--- config.mk ---
export PLATFORM = sky130hd
export DESIGN_NAME = cosim_run_ctrl
export DESIGN_NICKNAME = d
export VERILOG_FILES = /design/src/rtl/cosim_ctrl_pkg.sv /design/src/rtl/commit_interval_timer.sv /design/src/rtl/cosim_run_ctrl.sv
export SDC_FILE = /design/constraint.sdc
export NUM_CORES = 1
export LEC_CHECK = 0
export ABC_AREA = 1
export CORE_MARGIN = 8
export CORE_UTILIZATION = 30
export DETAILED_ROUTE_END_ITERATION = 8
export GPL_TIMING_DRIVEN = 0
export MAX_ROUTING_LAYER = met4
export SLEW_MARGIN = 30
export SYNTH_ARGS = -nofsm -noshare
export SYNTH_HDL_FRONTEND = slang
export SYNTH_SLANG_ARGS = --single-unit
--- constraint.sdc ---
create_clock -name clock -period 2.6 [get_ports clock]
set_clock_uncertainty 0.15 [all_clocks]
set_input_delay 0.52 -clock clock [delete_from_list [all_inputs] [get_ports clock]]
set_output_delay 0.52 -clock clock [all_outputs]
set_load 0.1 [all_outputs]
--- src/rtl/cosim_ctrl_pkg.sv ---
// Shared types and constants for the cosim run-control sequencer.
//   state_e      : sequencer state (SEQ -> RUN -> DRAIN -> DONE/FAIL)
//   fatal_code_e : cause reported alongside fatal
//   WD_CONTINUE / WD_DONE : watchdog status encodings; any other value is an error
package cosim_ctrl_pkg;

  typedef enum logic [2:0] {
    SEQ,
    RUN,
    DRAIN,
    DONE,
    FAIL
  } state_e;

  typedef enum logic [1:0] {
    NONE      = 2'd0,
    WD_ERR    = 2'd1,
    COMMIT_TO = 2'd2,
    DUMP_END  = 2'd3
  } fatal_code_e;

  localparam logic [7:0] WD_CONTINUE = 8'h00;
  localparam logic [7:0] WD_DONE     = 8'hFF;

  function automatic logic is_terminal(state_e s);
    return (s == DONE) || (s == FAIL);
  endfunction

endpackage

--- src/rtl/commit_interval_timer.sv ---
// Commit-interval timer: counts cycles elapsed since the last commit.
//   clock, reset : clock, synchronous active-high reset
//   clear        : this cycle counts as elapsed 0 (commit seen, or pre-run)
//   enable       : timer advances this cycle (sequencer in RUN)
//   timeout      : max elapsed cycles allowed; 0 disables
//   expired      : elapsed count equals timeout this cycle
module commit_interval_timer #(
  parameter int TIMEOUT_W = 32
) (
  input  logic                 clock,
  input  logic                 reset,
  input  logic                 clear,
  input  logic                 enable,
  input  logic [TIMEOUT_W-1:0] timeout,
  output logic                 expired
);

  logic [TIMEOUT_W-1:0] timer_q, timer_d, timer_eff;

  // A clear takes effect in its own cycle, so a commit cycle reads as
  // elapsed 0 and can never expire; the following cycle reads as 1.
  always_comb begin
    timer_eff = clear ? '0 : timer_q;
    timer_d   = enable ? timer_eff + TIMEOUT_W'(1) : timer_eff;
    expired   = enable && (timeout != '0) && (timer_eff == timeout);
  end

  always_ff @(posedge clock) begin
    if (reset) timer_q <= '0;
    else       timer_q <= timer_d;
  end

endmodule

--- src/rtl/cosim_run_ctrl.sv ---
// Run-control sequencer for the cosim top: DUT reset/init sequencing,
// cycle counting, watchdog evaluation, commit timeout, dump window and a
// single sticky finish/fatal decision.
//   clock, reset          : sole clock, synchronous active-high reset
//   wd_valid, wd_status   : per-cycle watchdog result (0 go, 255 done, else error)
//   idle                  : DUT idle
//   commit                : instruction-commit pulse
//   timeout               : max cycles between commits (0 disables)
//   dump_start, dump_end  : dump enable cycle / abort cycle (end 0 disables)
//   dut_reset, init_flag  : derived from the cycle count
//   dump_en               : sticky dump window flag
//   cycle                 : cycle count, frozen once DONE/FAIL
//   finish, fatal         : sticky decisions; fatal_code gives the cause
module cosim_run_ctrl
  import cosim_ctrl_pkg::*;
#(
  parameter int RESET_CYCLES = 5,
  parameter int INIT_CYCLES  = 1,
  parameter int CYCLE_W      = 64,
  parameter int TIMEOUT_W    = 32
) (
  input  logic                 clock,
  input  logic                 reset,
  input  logic                 wd_valid,
  input  logic [7:0]           wd_status,
  input  logic                 idle,
  input  logic                 commit,
  input  logic [TIMEOUT_W-1:0] timeout,
  input  logic [CYCLE_W-1:0]   dump_start,
  input  logic [CYCLE_W-1:0]   dump_end,
  output logic                 dut_reset,
  output logic                 init_flag,
  output logic                 dump_en,
  output logic [CYCLE_W-1:0]   cycle,
  output logic                 finish,
  output logic                 fatal,
  output logic [1:0]           fatal_code
);

  if (INIT_CYCLES > RESET_CYCLES) begin : g_bad_params
    $error("cosim_run_ctrl: INIT_CYCLES must not exceed RESET_CYCLES");
  end

  state_e             state_q, state_d;
  fatal_code_e        fatal_code_q, fatal_code_d;
  logic [CYCLE_W-1:0] cycle_q, cycle_d;
  logic               dump_en_q, dump_en_d;
  logic               finish_q, finish_d;
  logic               fatal_q, fatal_d;

  logic wd_err, wd_done, end_hit, tmr_clear, tmr_en, tmr_expired;

  // Timer is held at zero until RUN so it starts cleared on RUN entry,
  // and is frozen (neither cleared nor advanced) in DRAIN and beyond.
  assign tmr_clear = (state_q == SEQ) || ((state_q == RUN) && commit);
  assign tmr_en    = (state_q == RUN);

  commit_interval_timer #(
    .TIMEOUT_W(TIMEOUT_W)
  ) u_timer (
    .clock  (clock),
    .reset  (reset),
    .clear  (tmr_clear),
    .enable (tmr_en),
    .timeout(timeout),
    .expired(tmr_expired)
  );

  always_comb begin
    state_d      = state_q;
    fatal_code_d = fatal_code_q;
    cycle_d      = cycle_q;
    dump_en_d    = dump_en_q;
    finish_d     = finish_q;
    fatal_d      = fatal_q;

    wd_err  = wd_valid && (wd_status != WD_CONTINUE) && (wd_status != WD_DONE);
    wd_done = wd_valid && (wd_status == WD_DONE);
    end_hit = (dump_end != '0) && (cycle_q == dump_end);

    // Branch order encodes same-cycle priority: wd error, commit timeout,
    // dump end, then normal completion.
    case (state_q)
      SEQ: begin
        if (cycle_q == CYCLE_W'(RESET_CYCLES - 1)) state_d = RUN;
      end
      RUN: begin
        if (wd_err) begin
          state_d = FAIL; fatal_code_d = WD_ERR;
        end else if (tmr_expired) begin
          state_d = FAIL; fatal_code_d = COMMIT_TO;
        end else if (end_hit) begin
          state_d = FAIL; fatal_code_d = DUMP_END;
        end else if (wd_done) begin
          state_d = idle ? DONE : DRAIN;
        end
      end
      DRAIN: begin
        if (wd_err) begin
          state_d = FAIL; fatal_code_d = WD_ERR;
        end else if (end_hit) begin
          state_d = FAIL; fatal_code_d = DUMP_END;
        end else if (idle) begin
          state_d = DONE;
        end
      end
      default: ;
    endcase

    if (!is_terminal(state_q)) begin
      cycle_d = cycle_q + CYCLE_W'(1);
      if (cycle_q == dump_start) dump_en_d = 1'b1;
    end

    // Decisions land on the same edge the state does.
    if (state_d == DONE) finish_d = 1'b1;
    if (state_d == FAIL) fatal_d  = 1'b1;
  end

  always_ff @(posedge clock) begin
    if (reset) begin
      state_q      <= SEQ;
      fatal_code_q <= NONE;
      cycle_q      <= '0;
      dump_en_q    <= 1'b0;
      finish_q     <= 1'b0;
      fatal_q      <= 1'b0;
    end else begin
      state_q      <= state_d;
      fatal_code_q <= fatal_code_d;
      cycle_q      <= cycle_d;
      dump_en_q    <= dump_en_d;
      finish_q     <= finish_d;
      fatal_q      <= fatal_d;
    end
  end

  assign init_flag  = (cycle_q < CYCLE_W'(INIT_CYCLES));
  assign dut_reset  = (cycle_q < CYCLE_W'(RESET_CYCLES));
  assign dump_en    = dump_en_q;
  assign cycle      = cycle_q;
  assign finish     = finish_q;
  assign fatal      = fatal_q;
  assign fatal_code = fatal_code_q;

endmodule
### After elaboration in Yosys (flattened, before gate mapping)

Index checks and enable logic that the tools add are counted.

| storage, ports and cells | value |
|---|---|
| register bits after elaboration | 104 |
| input port bits | 173 |
| output and inout port bits | 71 |
| logic and storage cells | 56 |

| cells by class | value |
|---|---|
| $add $sub $neg | 2 |
| $lt $le $gt $ge | 2 |
| equality and inequality tests | 12 |
| mux-type cells | 17 |
| bitwise logic cells | 1 |
| reduce and logical (&&, ||, !) cells | 15 |

Operators with widths:

| kind | number |
|---|---|
| equality test 64 bit | 2 |
| adder 64 x 1 -> 64 bit (second input constant) | 1 |
| equality test 64 x 3 -> 1 bit (second input constant) | 1 |
| < comparator 64 x 1 -> 1 bit (second input constant) | 1 |
| < comparator 64 x 3 -> 1 bit (second input constant) | 1 |
| two-way mux 32 bit | 2 |
| nonzero test 64 bit | 1 |
| adder 32 x 1 -> 32 bit (second input constant) | 1 |
| equality test 32 bit | 1 |
| nonzero test 32 bit | 1 |
| two-way mux 3 bit | 8 |
| equality test 3 x 2 -> 1 bit (second input constant) | 3 |
| case mux 3 bit (3 select lines) | 1 |
| equality test 8 bit (second input constant) | 1 |
| two-way mux 2 bit | 4 |
| inequality test 8 bit (second input constant) | 1 |
| nonzero test 8 bit | 1 |
| logical AND 1 bit | 7 |
| equality test 3 bit (second input constant) | 2 |
| case mux 2 bit (2 select lines) | 1 |
| equality test 3 x 1 -> 1 bit (second input constant) | 1 |
| zero test 3 bit | 1 |
| logical OR 1 bit | 2 |
| AND reduction 2 bit | 1 |
| 3 further kinds | 3 |

### Depth between registers and ports, before layout

Gate-level depths: netlist (run 1).

| logic depth | value |
|---|---|
| depth after elaboration | 10 |
| gate-level depth with buffers | 18 |
| depth with buffers taken out | 18 |

### Cells and area by module

Synthesis (run 1) repeated with hierarchy kept, for this count alone.

| second synthesis, totals | value |
|---|---|
| cell total of the unflattened synthesis | 1541 |
| area, all modules | 9063.7 sq um |

By module, submodules not included:

| module | instances | cells an instance | area an instance (sq um) | seq. area each (sq um) |
|---|---|---|---|---|
| cosim_run_ctrl | 1 | 1065 | 6475.0 | 1441.4 |
| commit_interval_timer | 1 | 476 | 2588.7 | 640.6 |

### Worst setup path before layout (run 1)

Ideal clock, no wire load.

| timing path | value |
|---|---|
| kind | flip-flop to output port |
| start point | register cycle_q[6] (netlist: cycle[6]) |
| end point | output port dut_reset |
| arrival | 4.260 ns |
| required time | 1.930 ns |
| setup slack | -2.330 ns |
| cell stages (with the launch flop) | 5 |
| path through | dfxtp_1 -> buf_2 -> nor4_1 -> o211ai_1 -> nor4_1 |

| on the way | value |
|---|---|
| longest elaborated chain between the ends | 1 |

Ends and longest elaborated chain:

| item | line | text |
|---|---|---|
| start: declaration | cosim_run_ctrl.sv:46 | `logic [CYCLE_W-1:0] cycle_q, cycle_d;` |
| start signal: assignment | cosim_run_ctrl.sv:131 | `cycle_q <= cycle_d;` |
| < comparator 64 x 3 -> 1 bit | cosim_run_ctrl.sv:139 | `assign dut_reset = (cycle_q < CYCLE_W'(RESET_CYCLES));` |
| end: declaration | cosim_run_ctrl.sv:31 | `output logic dut_reset,` |

Every way passes these cells.

### Worst setup path after layout (run 1)

| timing path | value |
|---|---|
| start point | register cycle_q[40] (netlist: cycle[40]) |
| end point | output port init_flag |

| on the way | value |
|---|---|
| longest elaborated chain between the ends | 1 |

Ends and longest elaborated chain:

| item | line | text |
|---|---|---|
| < comparator 64 x 1 -> 1 bit | cosim_run_ctrl.sv:138 | `assign init_flag = (cycle_q < CYCLE_W'(INIT_CYCLES));` |
| end: declaration | cosim_run_ctrl.sv:32 | `output logic init_flag,` |

Every way passes these cells.

==> results of run 1 <==
[cells in the mapped netlist, types with 8 or more instances]
master    number
nand2_4        8
xor2_1        69
nor3_2        10
nor3_1        61
dfxtp_1      104
nor2_1       221
nor2_4         9
nor2_2        10
nand4_1       56
a21oi_1       78
o21ai_1       11
nand2_1      265
o21ai_0       77
nand3_1       75
inv_2         11
xnor2_1       36
nor4_1        38
clkbuf_1      34
inv_1        185
o21a_1         9
[kinds of logic (layout without fill, tap and decap cells)]
| kind of cell | after synthesis | in the layout | synth area share |
|---|---|---|---|
| simple gates | 788 | 788 | 0.424 |
| buf+inv | 246 | 581 | 0.111 |
| compound gates | 200 | 200 | 0.123 |
| xor+xnor | 105 | 105 | 0.103 |
| flops | 104 | 104 | 0.233 |
| fa+ha+maj | 4 | 4 | 0.00561 |
| other cells | 0 | 2 | 0 |
[what timing repair did]
| item | 4_1_cts | 5_1_grt |
|---|---|---|
| resized for setup | 104 | 170 |
| endpoints found under the setup margin | 93 | 49 |
| pin swaps | 19 | 51 |
| hold buffers | 0 | 0 |
| buffers inserted | 18 | 58 |
[worst paths after layout]
check / endpoint / slack (ns) / cells past startpoint
max: init_flag / -0.02 / 7
min: finish / 0.33 / 2
max reg2reg: cycle[63] / 0.02 / 13
min reg2reg: finish / 0.33 / 2
[per-layer routing]
metal,share of wire,vias to the layer above,track usage
met3,0.070,86,0.0401
met4,0.045,0,0.107
li1,-,5438,-
met2,0.48,535,0.442
met1,0.41,5298,0.317
met5,0,-,-
[registers in the layout, indices dropped and copies added, names as in the netlist]
name             cells
fatal_code           2
finish               1
fatal                1
cycle               64
state_q              3
dump_en              1
u_timer.timer_q     32
[final cells by class]
type	count	share of cell area
clock inverter	5	0.00263
antenna	2	0.000362
inverter	198	0.0555
timing repair buffer	319	0.216
multi-input combinational	1097	0.470
clock buffer	11	0.0184
buffer	48	0.0361
sequential	104	0.165
tap	390	0.0353
[cells in the final DEF, fill, tap and decap left out, types with 5 or more instances in the layout]
master             n
nor4_2             6
a211oi_1           5
inv_2             20
xnor2_1           32
dfxtp_1           37
o21a_1             9
nor4_4             6
buf_4             76
nand3_2           13
nor2_1           181
dfxtp_2           23
buf_8             11
nor4_1            27
nor3_1            43
xor2_1            69
nand2_4           14
buf_6             15
nor2_2            34
o21ai_0           76
nor3_2            24
a221oi_1           5
nand2_2           24
nand3b_1           6
o21ai_1           12
nor2_4            25
nand4_1           56
nor3_4             7
a21oi_1           78
clkbuf_16         10
clkdlybuf4s50_1  200
nand3_4            6
inv_1            170
dlygate4sd2_1     31
nand2_1          242
clkbuf_1          12
dfxtp_4           44
nand3_1           64
dlymetal6s2s_1     5
o22ai_1            5
clkbuf_8           8
[where the power goes]
group	total [uW]	internal, uW	leakage, uW	switching (uW)
clock	1470	719	0.000145	751
combinational	842	393	0.00449	449
sequential	1570	1560	0.000885	10.7
[through the flow]
stage               area [sq um]  power, uW   util  worst slack, ns  TNS (ns)
finish                     13800       3880  0.469          -0.0158   -0.0187
CTS                        12800       3880  0.435          -0.0129   -0.0129
detailed placement         12200       2410  0.413           -0.837    -27.44
floorplan                   9290       1940      -           -0.191    -0.381
global placement           12200       2410  0.414           -0.839    -28.99
global route               13800       4010  0.468           -0.112    -0.320
[critical path, cell delays in order (launching register included)]
cell and delay, ns:
dfxtp_4 0.35, clkbuf_8 0.16, nor2_1 0.10, nand4_1 0.12
nor2_2 0.17, nand2_4 0.11, nor4_4 0.28, buf_6 0.27
==> impl_metrics.json, run 1 <==
{
  "hp-class": "reg2reg",
  "yosysSeqAreaShare": 0.233,
  "vias": 11357,
  "cts_sinks": 104,
  "finalSetupViolCount": 2,
  "clockBufferDepth": 2,
  "max_freq_mhz": 382,
  "async_reset_ff_frac": 0,
  "ant_nets": 0,
  "gp_congestion": 1.03,
  "finalHoldViolCount": 0,
  "synth_area_leaders": "dfxtp_1, nand2_1, nor2_1",
  "place_inst": 2080,
  "synth.avg_cell_area_sq_um": 6.17,
  "grt_max_degree": 18,
  "worstPathMaxFanout": 7,
  "cp-start-kind": "register",
  "synth_largest_area_cell": "dfxtp_1",
  "netlist.area_leader.share": 0.233,
  "yosys_most_used_dff": "dfxtp_1",
  "areaGrowthSynthToFinish_pct": 54.7,
  "required_ns": 1.93,
  "worstSetupStartpoint": "cycle[40]",
  "ios": 244,
  "numCtsBuffers": 9,
  "io_buffers": 243,
  "die_height_um": 189,
  "min_period_ns": 2.62,
  "detail_route.iter0.violations": 920,
  "fin_nets": 1954,
  "core_area_sq_um": 29500,
  "cp-end-kind": "output pin",
  "synth-seq-cells": 104,
  "drive_gt1_frac": 0.224,
  "cts_tree": "done",
  "start_util": 0.303,
  "syn-num-nets": 1624,
  "vias_per_cell": 5.22,
  "ys_warn_count": 0,
  "htreeDepth": 3,
  "multi_input_area_sq_um": 6500,
  "rsz0062_at_grt": "true",
  "tightest_slew_ns": 1.04,
  "ys_types": 52,
  "chipWidth_um": 189,
  "violations": "negative setup slack",
  "period_share": 1.01,
  "clkLatencyLatePin_ns": 0.37,
  "outcome": "complete, but fails checks",
  "overflow": 0,
  "rows": 63,
  "wire_per_inst_um": 22.1,
  "synth_edf_count": 0,
  "grt_antenna_before_repair": 1,
  "slew_headroom": 0.304,
  "grt_usage": 0.265,
  "grt_pass1_vias": 11169,
  "peakVddDrop_mv": 0.267,
  "dr.pass1.iters": 5,
  "worst_hold_slack_ns": 0.332,
  "cap_violations": 0,
  "synthCells": 1447,
  "leakagePower_uw": 0.00552,
  "final_cells": 2174,
  "clkTransAtPathRegs_ns": 0.09,
  "hold_start": "finish",
  "cp.arrival_ns": 1.95,
  "regArea_sq_um": 2280,
  "fin_ws_ns": -0.0158,
  "cts_root_buf": "clkbuf_16",
  "rr_startpoint": "cycle[19]",
  "maxSlewViolCount": 0,
  "fillers": 3142,
  "totalWireLength_um": 47900,
  "critPathKind": "reg2out",
  "dp.final_hpwl_um": 39000,
  "grt_pass1_wl_um": 69500,
  "dieArea_sq_um": 35500,
  "drc": 0,
  "p_per_area_nw_per_um2": 281,
  "syn-cell-area_sq_um": 8930
}
Note: power is estimated with default switching activity, not from simulation.
==> inputs of run 2 (changes only) <==
Settings changed: CTS_CLUSTER_DIAMETER set to 100.
==> results of run 2 <==
No change in the layout: final DEF, timing and power equal those of run 1.
==> inputs of run 3 (changes only) <==
Settings changed: GPL_TIMING_DRIVEN 0 to not set.
==> impl_metrics.json, run 3 (synthesized netlist as in run 1, its figures left out) <==
{
  "drc": 0,
  "slew_headroom": 0.513,
  "areaGrowthSynthToFinish_pct": 64.6,
  "final_cell_mix": "buf_4, nand2_1, nor2_1, inv_1, clkdlybuf4s50_1",
  "cp-end-kind": "output pin",
  "utilization": 0.499,
  "cts_sinks": 104,
  "r2r_slack_ns": 0.05,
  "grt_antenna_before_repair": 2,
  "grtUsageMet3": 0.0322,
  "clkLatencyLatePin_ns": 0.37,
  "vias_per_cell": 5.07,
  "finalSetupViolCount": 0,
  "ios": 244,
  "numCtsBuffers": 9,
  "vias": 11754,
  "start_util": 0.303,
  "die_height_um": 189,
  "chipWidth_um": 189,
  "cts_root_buf": "clkbuf_16",
  "rows": 63,
  "finalHoldViolCount": 0,
  "fin_area_sq_um": 14700,
  "met2_usage": 0.433,
  "rsz0062_at_grt": "true",
  "critPathKind": "reg2out",
  "grt_max_degree": 50,
  "max_freq_mhz": 392,
  "power_uw": 4120,
  "dr.pass1.iters": 5,
  "cp-start-kind": "register",
  "leakagePower_uw": 0.00618,
  "gp_congestion": 0.995,
  "wire_per_inst_um": 20.5,
  "final_cells": 2319,
  "htreeDepth": 3,
  "grt-busiest-layer": "met2",
  "tightest_slew_ns": 0.730,
  "detail_route.iter0.violations": 912,
  "dieArea_sq_um": 35500,
  "met1_usage": 0.312,
  "place_inst": 2262,
  "grt_usage": 0.261,
  "holdBufCountCts": 0,
  "cap_violations": 0,
  "maxSlewViolCount": 0,
  "clkTransAtPathRegs_ns": 0.08,
  "worstPathMaxFanout": 4,
  "drive_gt1_frac": 0.317,
  "totalWireLength_um": 47500,
  "grt_pass1_vias": 11702,
  "period_share": 0.981,
  "fin_nets": 2099,
  "largest_reg_flops": 64,
  "dp.final_hpwl_um": 38900,
  "clockBufferDepth": 2,
  "required_ns": 1.93,
  "core_area_sq_um": 29500,
  "cts_tree": "done",
  "fin_tns_setup_ns": 0,
  "placed_area_sq_um": 13400,
  "hp-class": "reg2reg",
  "p_per_area_nw_per_um2": 280,
  "min_period_ns": 2.55,
  "ant_nets": 0,
  "peakVddDrop_mv": 0.290,
  "cp.arrival_ns": 1.88,
  "final_common_cell": "buf_4",
  "grt_pass1_wl_um": 69400,
  "overflow": 0,
  "io_buffers": 243,
  "outcome": "complete, no violations"
}
-- run 3: cell count changes in the layout (fill, tap and decap cells not counted), sizes merged --
cell,change
clkdlybuf4s50,-37
bufinv,+1
dlygate4sd2,-28
clkbuf,-19
clkinv,-2
buf,+230
-- run 3: per-stage QoR --
| stage | hold WS (ns) | setup slack [ns] |
|---|---|---|
| 6_report | 0.332 | 0.0482 |
| 4_1_cts | 0.337 | -0.0232 |
| 3_5_place_dp | 0.323 | -0.523 |
| 2_1_floorplan | 0.307 | -0.191 |
| 3_3_place_gp | 0.324 | -0.519 |
| 5_1_grt | 0.376 | -0.0957 |
-- run 3: path summary, 6_finish.rpt --
kind / start / to / depth (start not counted)
setup / recovery: cycle[6] / init_flag / 5
hold / removal: fatal / fatal / 2
setup reg to reg: state_q[0] / finish / 20
hold reg to reg: fatal / fatal / 2
-- run 3: cell type report --
type,count,area [sq um]
antenna,2,5.00
clock buffer,12,289
clock inverter,4,55.1
fill,3031,14800
inverter,198,756
multi-input combinational,1097,6380
sequential,104,2260
tap,390,488
timing repair buffer,512,4470
-- run 3: routing by layer --
layer / wire [um] / share of wire
met2: 22800 / 0.48
met5: 0 / 0
met4: 2090 / 0.044
met1: 19800 / 0.42
met3: 2780 / 0.058
-- run 3: critical path, cell delays in order, from the launching register on --
cell	delay, ns
dfxtp_4	0.37
buf_6	0.13
nor4_4	0.25
nand4_1	0.19
nor4_4	0.35
buf_12	0.22
-- run 3: what timing repair did --
item | CTS | global route
cloned | 1 | 2
pin swaps | 6 | 59
endpoints found under the setup margin | 16 | 45
setup buffers | 1 | 37
gates resized for setup | 19 | 149
-- run 3: where the power goes --
group / internal (uW) / switching [uW]
Sequential: 1560 / 12.2
Combinational: 482 / 465
Clock: 898 / 702
